### src/rtl/udp_tx_frame_scheduler.sv
// Round-robin scheduler sharing one UDP TX data/status FIFO pair among NUM_REQ frame sources.
// A frame is granted only when the data FIFO can hold all of it; its status word follows the last byte.
module udp_tx_frame_scheduler #(
    parameter int unsigned NUM_REQ    = 4,
    parameter int unsigned LEN_W      = 11,
    parameter int unsigned MAX_LEN    = 1472,
    parameter int unsigned DATA_DEPTH = 8192,
    parameter int unsigned SETTLE_CYC = 3
) (
    input  logic                     clock,
    input  logic                     reset_n,
    input  logic [NUM_REQ-1:0]       req_valid,
    input  logic [NUM_REQ*LEN_W-1:0] req_len,
    input  logic [NUM_REQ*96-1:0]    req_status,
    output logic [NUM_REQ-1:0]       req_ack,
    output logic                     req_err,
    input  logic [NUM_REQ*8-1:0]     src_data,
    input  logic [NUM_REQ-1:0]       src_valid,
    output logic [NUM_REQ-1:0]       src_ready,
    output logic                     wrreq_data,
    output logic [7:0]               data_to_fifo,
    input  logic                     wrfull_data,
    input  logic [12:0]              wrusedw_data,
    output logic                     wrreq_status,
    output logic [95:0]              status_to_fifo,
    input  logic                     wrfull_status,
    output logic                     busy,
    output logic [2:0]               grant_idx,
    output logic [31:0]              frame_count
);

    localparam int unsigned IdxW = $clog2(NUM_REQ);
    localparam int unsigned SetW = (SETTLE_CYC > 1) ? $clog2(SETTLE_CYC) : 1;

    typedef enum logic [2:0] {StIdle, StCheck, StStream, StStatus, StSettle} state_e;

    state_e            state_q, state_d;
    logic [IdxW-1:0]   last_q, last_d;
    logic [IdxW-1:0]   idx_q, idx_d;
    logic [LEN_W-1:0]  len_q, len_d;
    logic [LEN_W-1:0]  cnt_q, cnt_d;
    logic [95:0]       status_q, status_d;
    logic [SetW-1:0]   settle_q, settle_d;
    logic [31:0]       count_q, count_d;

    logic              hi_found, lo_found;
    logic [IdxW-1:0]   hi_pick, lo_pick, pick;
    logic [NUM_REQ-1:0] sel_mask;
    logic              sel_valid, sel_src_valid;
    logic [7:0]        sel_src_data;
    logic [LEN_W-1:0]  pick_len;
    logic [95:0]       pick_status;
    logic [13:0]       room_sum;
    logic              len_bad, room_ok;

    // Lowest requester above last_q wins; otherwise wrap to the lowest requester overall.
    always_comb begin
        hi_found = 1'b0;
        lo_found = 1'b0;
        hi_pick  = '0;
        lo_pick  = '0;
        for (int i = int'(NUM_REQ) - 1; i >= 0; i--) begin
            if (req_valid[i]) begin
                lo_found = 1'b1;
                lo_pick  = IdxW'(i);
                if (i > int'(last_q)) begin
                    hi_found = 1'b1;
                    hi_pick  = IdxW'(i);
                end
            end
        end
        pick = hi_found ? hi_pick : lo_pick;
    end

    always_comb begin
        sel_mask      = '0;
        sel_valid     = 1'b0;
        sel_src_valid = 1'b0;
        sel_src_data  = '0;
        pick_len      = '0;
        pick_status   = '0;
        for (int i = 0; i < int'(NUM_REQ); i++) begin
            if (idx_q == IdxW'(i)) begin
                sel_mask[i]   = 1'b1;
                sel_valid     = req_valid[i];
                sel_src_valid = src_valid[i];
                sel_src_data  = src_data[i*8 +: 8];
            end
            if (pick == IdxW'(i)) begin
                pick_len    = req_len[i*LEN_W +: LEN_W];
                pick_status = req_status[i*96 +: 96];
            end
        end
    end

    assign room_sum = {1'b0, wrusedw_data} + 14'(len_q);
    assign room_ok  = (room_sum < 14'(DATA_DEPTH)) && !wrfull_status;
    assign len_bad  = (len_q == '0) || (32'(len_q) > MAX_LEN);

    always_comb begin
        state_d        = state_q;
        last_d         = last_q;
        idx_d          = idx_q;
        len_d          = len_q;
        cnt_d          = cnt_q;
        status_d       = status_q;
        settle_d       = settle_q;
        count_d        = count_q;
        req_ack        = '0;
        req_err        = 1'b0;
        src_ready      = '0;
        wrreq_data     = 1'b0;
        data_to_fifo   = '0;
        wrreq_status   = 1'b0;
        status_to_fifo = '0;
        unique case (state_q)
            StIdle: begin
                if (lo_found) begin
                    idx_d    = pick;
                    len_d    = pick_len;
                    status_d = pick_status;
                    state_d  = StCheck;
                end
            end
            StCheck: begin
                if (!sel_valid) begin
                    state_d = StIdle;
                end else if (len_bad) begin
                    req_ack = sel_mask;
                    req_err = 1'b1;
                    last_d  = idx_q;
                    state_d = StIdle;
                end else if (room_ok) begin
                    req_ack = sel_mask;
                    cnt_d   = len_q;
                    state_d = StStream;
                end
            end
            StStream: begin
                src_ready    = sel_mask & {NUM_REQ{!wrfull_data}};
                wrreq_data   = sel_src_valid & !wrfull_data;
                data_to_fifo = sel_src_data;
                if (wrreq_data) begin
                    cnt_d = cnt_q - LEN_W'(1);
                    if (cnt_q == LEN_W'(1)) begin
                        state_d = StStatus;
                    end
                end
            end
            StStatus: begin
                wrreq_status   = 1'b1;
                status_to_fifo = status_q;
                count_d        = count_q + 32'd1;
                last_d         = idx_q;
                settle_d       = '0;
                state_d        = StSettle;
            end
            StSettle: begin
                // Gives the FIFO's wrusedw time to reflect this frame before the next room check.
                if (settle_q == SetW'(SETTLE_CYC - 1)) begin
                    state_d = StIdle;
                end else begin
                    settle_d = settle_q + SetW'(1);
                end
            end
            default: state_d = StIdle;
        endcase
    end

    always_ff @(posedge clock) begin
        if (!reset_n) begin
            state_q  <= StIdle;
            last_q   <= IdxW'(NUM_REQ - 1);
            idx_q    <= '0;
            len_q    <= '0;
            cnt_q    <= '0;
            status_q <= '0;
            settle_q <= '0;
            count_q  <= '0;
        end else begin
            state_q  <= state_d;
            last_q   <= last_d;
            idx_q    <= idx_d;
            len_q    <= len_d;
            cnt_q    <= cnt_d;
            status_q <= status_d;
            settle_q <= settle_d;
            count_q  <= count_d;
        end
    end

    assign busy        = (state_q != StIdle);
    assign grant_idx   = 3'(idx_q);
    assign frame_count = count_q;

endmodule

### config.mk
export PLATFORM = sky130hd
export DESIGN_NAME = udp_tx_frame_scheduler
export DESIGN_NICKNAME = d
export VERILOG_FILES = /design/src/rtl/udp_tx_frame_scheduler.sv
export SDC_FILE = /design/constraint.sdc
export NUM_CORES = 1
export LEC_CHECK = 0
export ABC_AREA = 1
export CAP_MARGIN = 20
export CORE_AREA = 2 2 244 246
export CTS_BUF_LIST = sky130_fd_sc_hd__clkbuf_4
export CTS_CLUSTER_SIZE = 25
export DETAILED_ROUTE_END_ITERATION = 8
export DIE_AREA = 0 0 246 248
export PLACE_DENSITY_LB_ADDON = 0.15
export RECOVER_POWER = 25
export SKIP_LAST_GASP = 1
export SYNTH_ARGS = -nofsm -noshare
export SYNTH_HDL_FRONTEND = slang
export SYNTH_SLANG_ARGS = --single-unit
### constraint.sdc
create_clock -name clock -period 3.5 [get_ports clock]
set_clock_uncertainty 0.05 [all_clocks]
set_input_delay 0.7 -clock clock [delete_from_list [all_inputs] [get_ports clock]]
set_output_delay 0.7 -clock clock [all_outputs]
set_load 0.05 [all_outputs]
==> results.sh, run 1 <==
export IMPL_arrival_ns=2.53
export IMPL_finalMaxSlewViolations=0
export IMPL_synth_top_area_share_pct=26.40
export IMPL_hp_class="primary input to flip-flop"
export IMPL_final_min_clock_period_ns=3.278
export IMPL_vdd_drop_max_mv=0.3605
export IMPL_fin_area_um2=19540
export IMPL_antenna_found_initial=11
export IMPL_ys_types=46
export IMPL_grt_max_degree=76
export IMPL_cts_htree_levels=4
export IMPL_synth_edf_count=0
export IMPL_viasPerCell=4.523
export IMPL_yosys_register_bits=159
export IMPL_setup_viol=0
export IMPL_critPathSlowestCell="dfxtp_1"
export IMPL_ant_nets=0
export IMPL_core_area_um2=58460
export IMPL_grt_pass1_wl_mm=93.43
export IMPL_synth_ff_type="dfxtp_1"
export IMPL_post_dp_cell_area_um2=19110
export IMPL_ctsLongestPathBuffers=2
export IMPL_rows=89
export IMPL_yosysMostFrequentCell="nand2_1"
export IMPL_grtUsageTotal_pct=20.36
export IMPL_rsz0062_at_grt="true"
export IMPL_max_freq_mhz=305.1
export IMPL_drt_iter0_drc=818
export IMPL_cpMostUsedCell="nand2_1"
export IMPL_clock_sinks=159
export IMPL_seq_area_frac_synth_pct=26.40
export IMPL_ys_top_cells_by_count="nand2_1, inv_1, nand3_1"
export IMPL_power_density_nw_per_um2=682.8
export IMPL_synth_warnings=0
export IMPL_port_buffers=634
export IMPL_via_count=15730
export IMPL_dieArea_um2=61010
export IMPL_drive_gt1_share_pct=7.795
export IMPL_ff2ff_path_depth=9
export IMPL_instances_no_fill=3478
export IMPL_power_w=0.01334
export IMPL_ios=636
export IMPL_synth_area_um2=12060
export IMPL_die_w_um=246
export IMPL_fin_util_pct=33.42
export IMPL_nets=3180
export IMPL_worst_slew_pin_slew_ns=0.9849
export IMPL_routedWlPerCell_um=18.31
export IMPL_drc=0
export IMPL_avgSynthCellArea_um2=5.691
export IMPL_dieHeight_um=248
export IMPL_cts_root_buffer="clkbuf_4"
export IMPL_cp_max_fo=4
export IMPL_syn_inst=2119
export IMPL_critPathMaxStageDelay_ns=0.43
export IMPL_grt_pass1_vias=15516
export IMPL_drtPass1Iterations=5
export IMPL_synth_area_leader_cell="dfxtp_1"
export IMPL_hold_viol=0
export IMPL_crit_type="flip-flop to output pin"
export IMPL_cts_tree="done"
export IMPL_numCtsBuffers=17
export IMPL_max_slew_margin_rel_pct=34.34
export IMPL_finalCritPeriodShare_pct=93.66
export IMPL_rrSetupSlack_ns=0.85
export IMPL_p_leak_nw=8.633
export IMPL_routed_wl_mm=63.69
export IMPL_cp_end_kind="output pin"
export IMPL_dp_cells=3433
export IMPL_dpl_hpwl_mm=49.78
export IMPL_required_ns=2.75
export IMPL_insertion_delay_ns=0.74
export IMPL_startpoint_type="flip-flop"
export IMPL_syn_nets=2618
export IMPL_worstHoldPathCells=3
export IMPL_clk_pin_slew_ns=0.17
export IMPL_crit_chain="or2_2, nor3_1, nand2_1, nand2_1, nand2_1, nor2_2, buf_12"
export IMPL_synthToLayoutAreaGrowth_pct=62.00
export IMPL_synthArstFlopShare_pct=0
export IMPL_initial_utilization_pct=20.63
export IMPL_gp_congestion=0.9493
export IMPL_status="complete, no violations"
export IMPL_drv_cap=0
export IMPL_grt_overflow=0
export IMPL_synth_area_leaders="dfxtp_1, nand2_1, nand3_1, inv_1, nor2_1"
-- per-stage QoR --
step	TNS (ns)	worst slack [ns]	hold slack, ns
global placement	0	0.1150	0.4007
detailed placement	0	0.1045	0.4058
global route	-0.03266	-0.01675	0.3184
floorplan	0	0.1658	0.3926
CTS	-0.03884	-0.01779	0.2796
finish	0	0.2220	0.4024
-- final timing paths --
| path | from | to |
|---|---|---|
| setup reg to reg | last_q[1]$_SDFFE_PN1P_ | len_q[3]$_SDFFE_PN0P_ |
| hold reg to reg | status_q[2]$_SDFFE_PN0P_ | status_q[2]$_SDFFE_PN0P_ |
| hold / removal | reset_n | state_q[1]$_SDFFE_PN0P_ |
| setup / recovery | len_q[5]$_SDFFE_PN0P_ | req_err |
-- cells in the final DEF, fill, tap and decap left out, types with 4 or more instances in the layout --
cell	Yosys	routed
nand2_2	3	5
a21oi_1	131	130
dfxtp_4	0	4
inv_1	315	314
o21ai_1	12	12
o21ai_0	103	103
nor3_1	22	19
a31oi_1	7	7
inv_2	6	5
nor2_1	210	208
inv_8	0	4
clkdlybuf4s50_1	0	518
nor2_4	2	4
inv_6	0	5
nand2_1	598	595
a21oi_2	10	11
dlymetal6s2s_1	0	6
xnor2_1	4	4
ha_1	14	12
diode_2	0	11
nand3_1	255	253
nor2_2	7	7
buf_12	0	20
nand3b_1	5	5
or2_2	11	11
buf_4	10	87
clkbuf_4	0	17
dlygate4sd2_1	0	42
xor2_1	10	10
dfxtp_1	159	153
nand4_1	72	72
-- worst max-delay path, delay by kind of cell, from the launching register on --
kind	cells	cell delay [ns]
simple gates	6	1.19
buf+inv	1	0.17
flops	1	0.43
-- routing by layer --
layer / GRT usage, % / routed length (um) / vias up
met5: 0 / 32 / -
met4: 6.542 / 1595 / 4
met3: 5.958 / 4566 / 75
met2: 36.12 / 31740 / 529
met1: 23.34 / 25750 / 7300
li1: - / - / 7822
-- registers in the layout, indices dropped and copies added (netlist names) --
register	flops
cnt_q	11
frame_count	32
idx_q	2
last_q	2
len_q	11
settle_q	2
state_q	3
status_q	96
-- cell type report --
class	count	area (um2)
Timing Repair Buffer	676	6695
Clock inverter	15	197.7
Clock buffer	17	127.6
Antenna cell	11	27.53
Sequential cell	159	3201
Inverter	323	1219
Tap cell	773	967.2
Multi-Input combinational cell	1504	7102
Fill cell	6517	38930
-- power by group --
group | internal (W) | switching, W
logic | 0.00314 | 0.00583
clock network | 0.000466 | 0.000885
registers | 0.00253 | 0.000491
-- cells by family after synthesis --
group                      share of synthesized area, %
other                                           0.03110
xor gates and xnor gates                          1.017
AOI/OAI and AO/OA                                 12.44
adders and majority gates                         1.453
and+or+nand+nor                                   42.99
buffers and inverters                             15.68
DFF                                               26.40
-- timing repair --
item | CTS | global route
setup endpoints to repair | 47 | 10
pin swaps | 0 | 5
resized for setup | 51 | 23
hold buffers | 0 | 0
buffers inserted | 0 | 2
(Power assumes the default switching activity.)
==> run 2, diff against run 1 <==
CTS_CLUSTER_DIAMETER = 50   (was unset)
SKIP_CTS_REPAIR_TIMING = 1   (was unset)
==> results.sh, run 2 (synthesis gave the netlist of run 1 again) <==
export IMPL_status="complete, no violations"
export IMPL_cp_end_kind="output pin"
export IMPL_dieArea_um2=61010
export IMPL_worst_slew_pin_slew_ns=0.9746
export IMPL_port_buffers=634
export IMPL_drtPass1Iterations=6
export IMPL_grt_overflow=0
export IMPL_crit_type="flip-flop to output pin"
export IMPL_gp_congestion=0.9493
export IMPL_grtUsageTotal_pct=20.35
export IMPL_vdd_drop_max_mv=0.3582
export IMPL_ant_nets=0
export IMPL_cts_htree_levels=4
export IMPL_power_density_nw_per_um2=677.3
export IMPL_ff2ff_path_depth=9
export IMPL_startpoint="len_q[2]$_SDFFE_PN0P_"
export IMPL_arrival_ns=2.51
export IMPL_routedWlPerCell_um=18.31
export IMPL_hold_viol=0
export IMPL_min_to="state_q[1]$_SDFFE_PN0P_"
export IMPL_whs_ns=0.4081
export IMPL_nets=3179
export IMPL_dpl_hpwl_mm=49.78
export IMPL_hp_class="primary input to flip-flop"
export IMPL_rsz0062_at_grt="true"
export IMPL_drive_gt1_share_pct=7.612
export IMPL_grt_pass1_wl_mm=93.37
export IMPL_finalCritPeriodShare_pct=93.21
export IMPL_finalMaxSlewViolations=0
export IMPL_fillers=6492
export IMPL_max_slew_margin_rel_pct=35.02
export IMPL_max_freq_mhz=306.5
export IMPL_die_w_um=246
export IMPL_rows=89
export IMPL_clock_sinks=159
export IMPL_required_ns=2.75
export IMPL_drv_cap=0
export IMPL_antenna_found_initial=11
export IMPL_synthToLayoutAreaGrowth_pct=62.90
export IMPL_cts_root_buffer="clkbuf_4"
export IMPL_grt_max_degree=76
export IMPL_via_count=15795
export IMPL_post_dp_cell_area_um2=19110
export IMPL_final_min_clock_period_ns=3.262
export IMPL_setup_viol=0
export IMPL_grt_pass1_vias=15510
export IMPL_insertion_delay_ns=0.73
export IMPL_routed_wl_mm=63.68
export IMPL_drt_iter0_drc=793
export IMPL_final_common_cell="nand2_1"
export IMPL_numCtsBuffers=17
export IMPL_viasPerCell=4.543
export IMPL_cp_max_fo=4
export IMPL_p_leak_nw=9.203
export IMPL_initial_utilization_pct=20.63
export IMPL_fin_area_um2=19640
export IMPL_worstHoldPathCells=3
export IMPL_r2r_start="last_q[1]$_SDFFE_PN1P_"
export IMPL_drc=0
export IMPL_cts_tree="done"
export IMPL_largest_reg_flops=96
export IMPL_ios=636
export IMPL_startpoint_type="flip-flop"
export IMPL_top_register="status_q"
export IMPL_ctsLongestPathBuffers=2
export IMPL_rrSetupSlack_ns=0.87
export IMPL_hp_start="reset_n"
export IMPL_core_area_um2=58460
export IMPL_dieHeight_um=248
export IMPL_reg2reg_to="len_q[3]$_SDFFE_PN0P_"
export IMPL_final_cell_mix="nand2_1, clkdlybuf4s50_1, inv_1"
export IMPL_clk_pin_slew_ns=0.17
[run 2: critical path, stage by stage, from the launching register on]
cell      delay (ns)
dfxtp_2         0.44
ha_1            0.27
nand2_1         0.07
inv_1           0.04
o21bai_1        0.14
nand3_1         0.10
nand2_1         0.08
nand2_2         0.08
nand3_2         0.09
nand2_4         0.08
nor3_4          0.22
buf_12          0.16
[run 2: layout make-up]
class                      instances  area, um2  share of cell area, %
antenna                           11      27.53                 0.1401
sequential                       159       3196                  16.27
multi-input combinational       1504       7064                  35.96
inverter                         323       1219                  6.204
timing repair buffer             675       6845                  34.85
clock buffer                      17      127.6                 0.6497
tap                              773      967.2                  4.924
clock inverter                    15      197.7                  1.006
[run 2: where the power goes]
part | internal (W) | switching, W
registers | 0.00252 | 0.000485
logic | 0.00314 | 0.00581
clock network | 0.000466 | 0.000883
[run 2: stage by stage]
step / TNS, ns / worst slack [ns] / total power, W / util, % / std cells
after global placement: 0 / 0.1150 / 0.01194 / 32.69 / 3433
final: 0 / 0.2378 / 0.01330 / 33.60 / 3477
after floorplan: 0 / 0.1658 / 0.008835 / - / 2119
after detailed placement: 0 / 0.1045 / 0.01203 / 32.69 / 3433
after global routing: -0.04325 / -0.02382 / 0.01469 / 33.59 / 3475
after CTS: -4.302 / -0.2385 / 0.01345 / 33.25 / 3465
[run 2: how the worst max path moves through the flow]
stage / endpoint / slack (ns) / cells after the start
floorplan: req_ack[0] / 0.17 / 10
global placement: req_ack[2] / 0.11 / 12
CTS: status_to_fifo[16] / -0.24 / 4
global route: req_ack[0] / -0.02 / 9
finish: req_ack[1] / 0.24 / 11
detailed placement: req_ack[2] / 0.10 / 12
[run 2: per-layer routing]
metal | GRT usage, % | wire length, um
met1 | 23.29 | 25670
met2 | 36.07 | 31950
met3 | 6.023 | 4559
met4 | 6.595 | 1474
met5 | 0 | 29
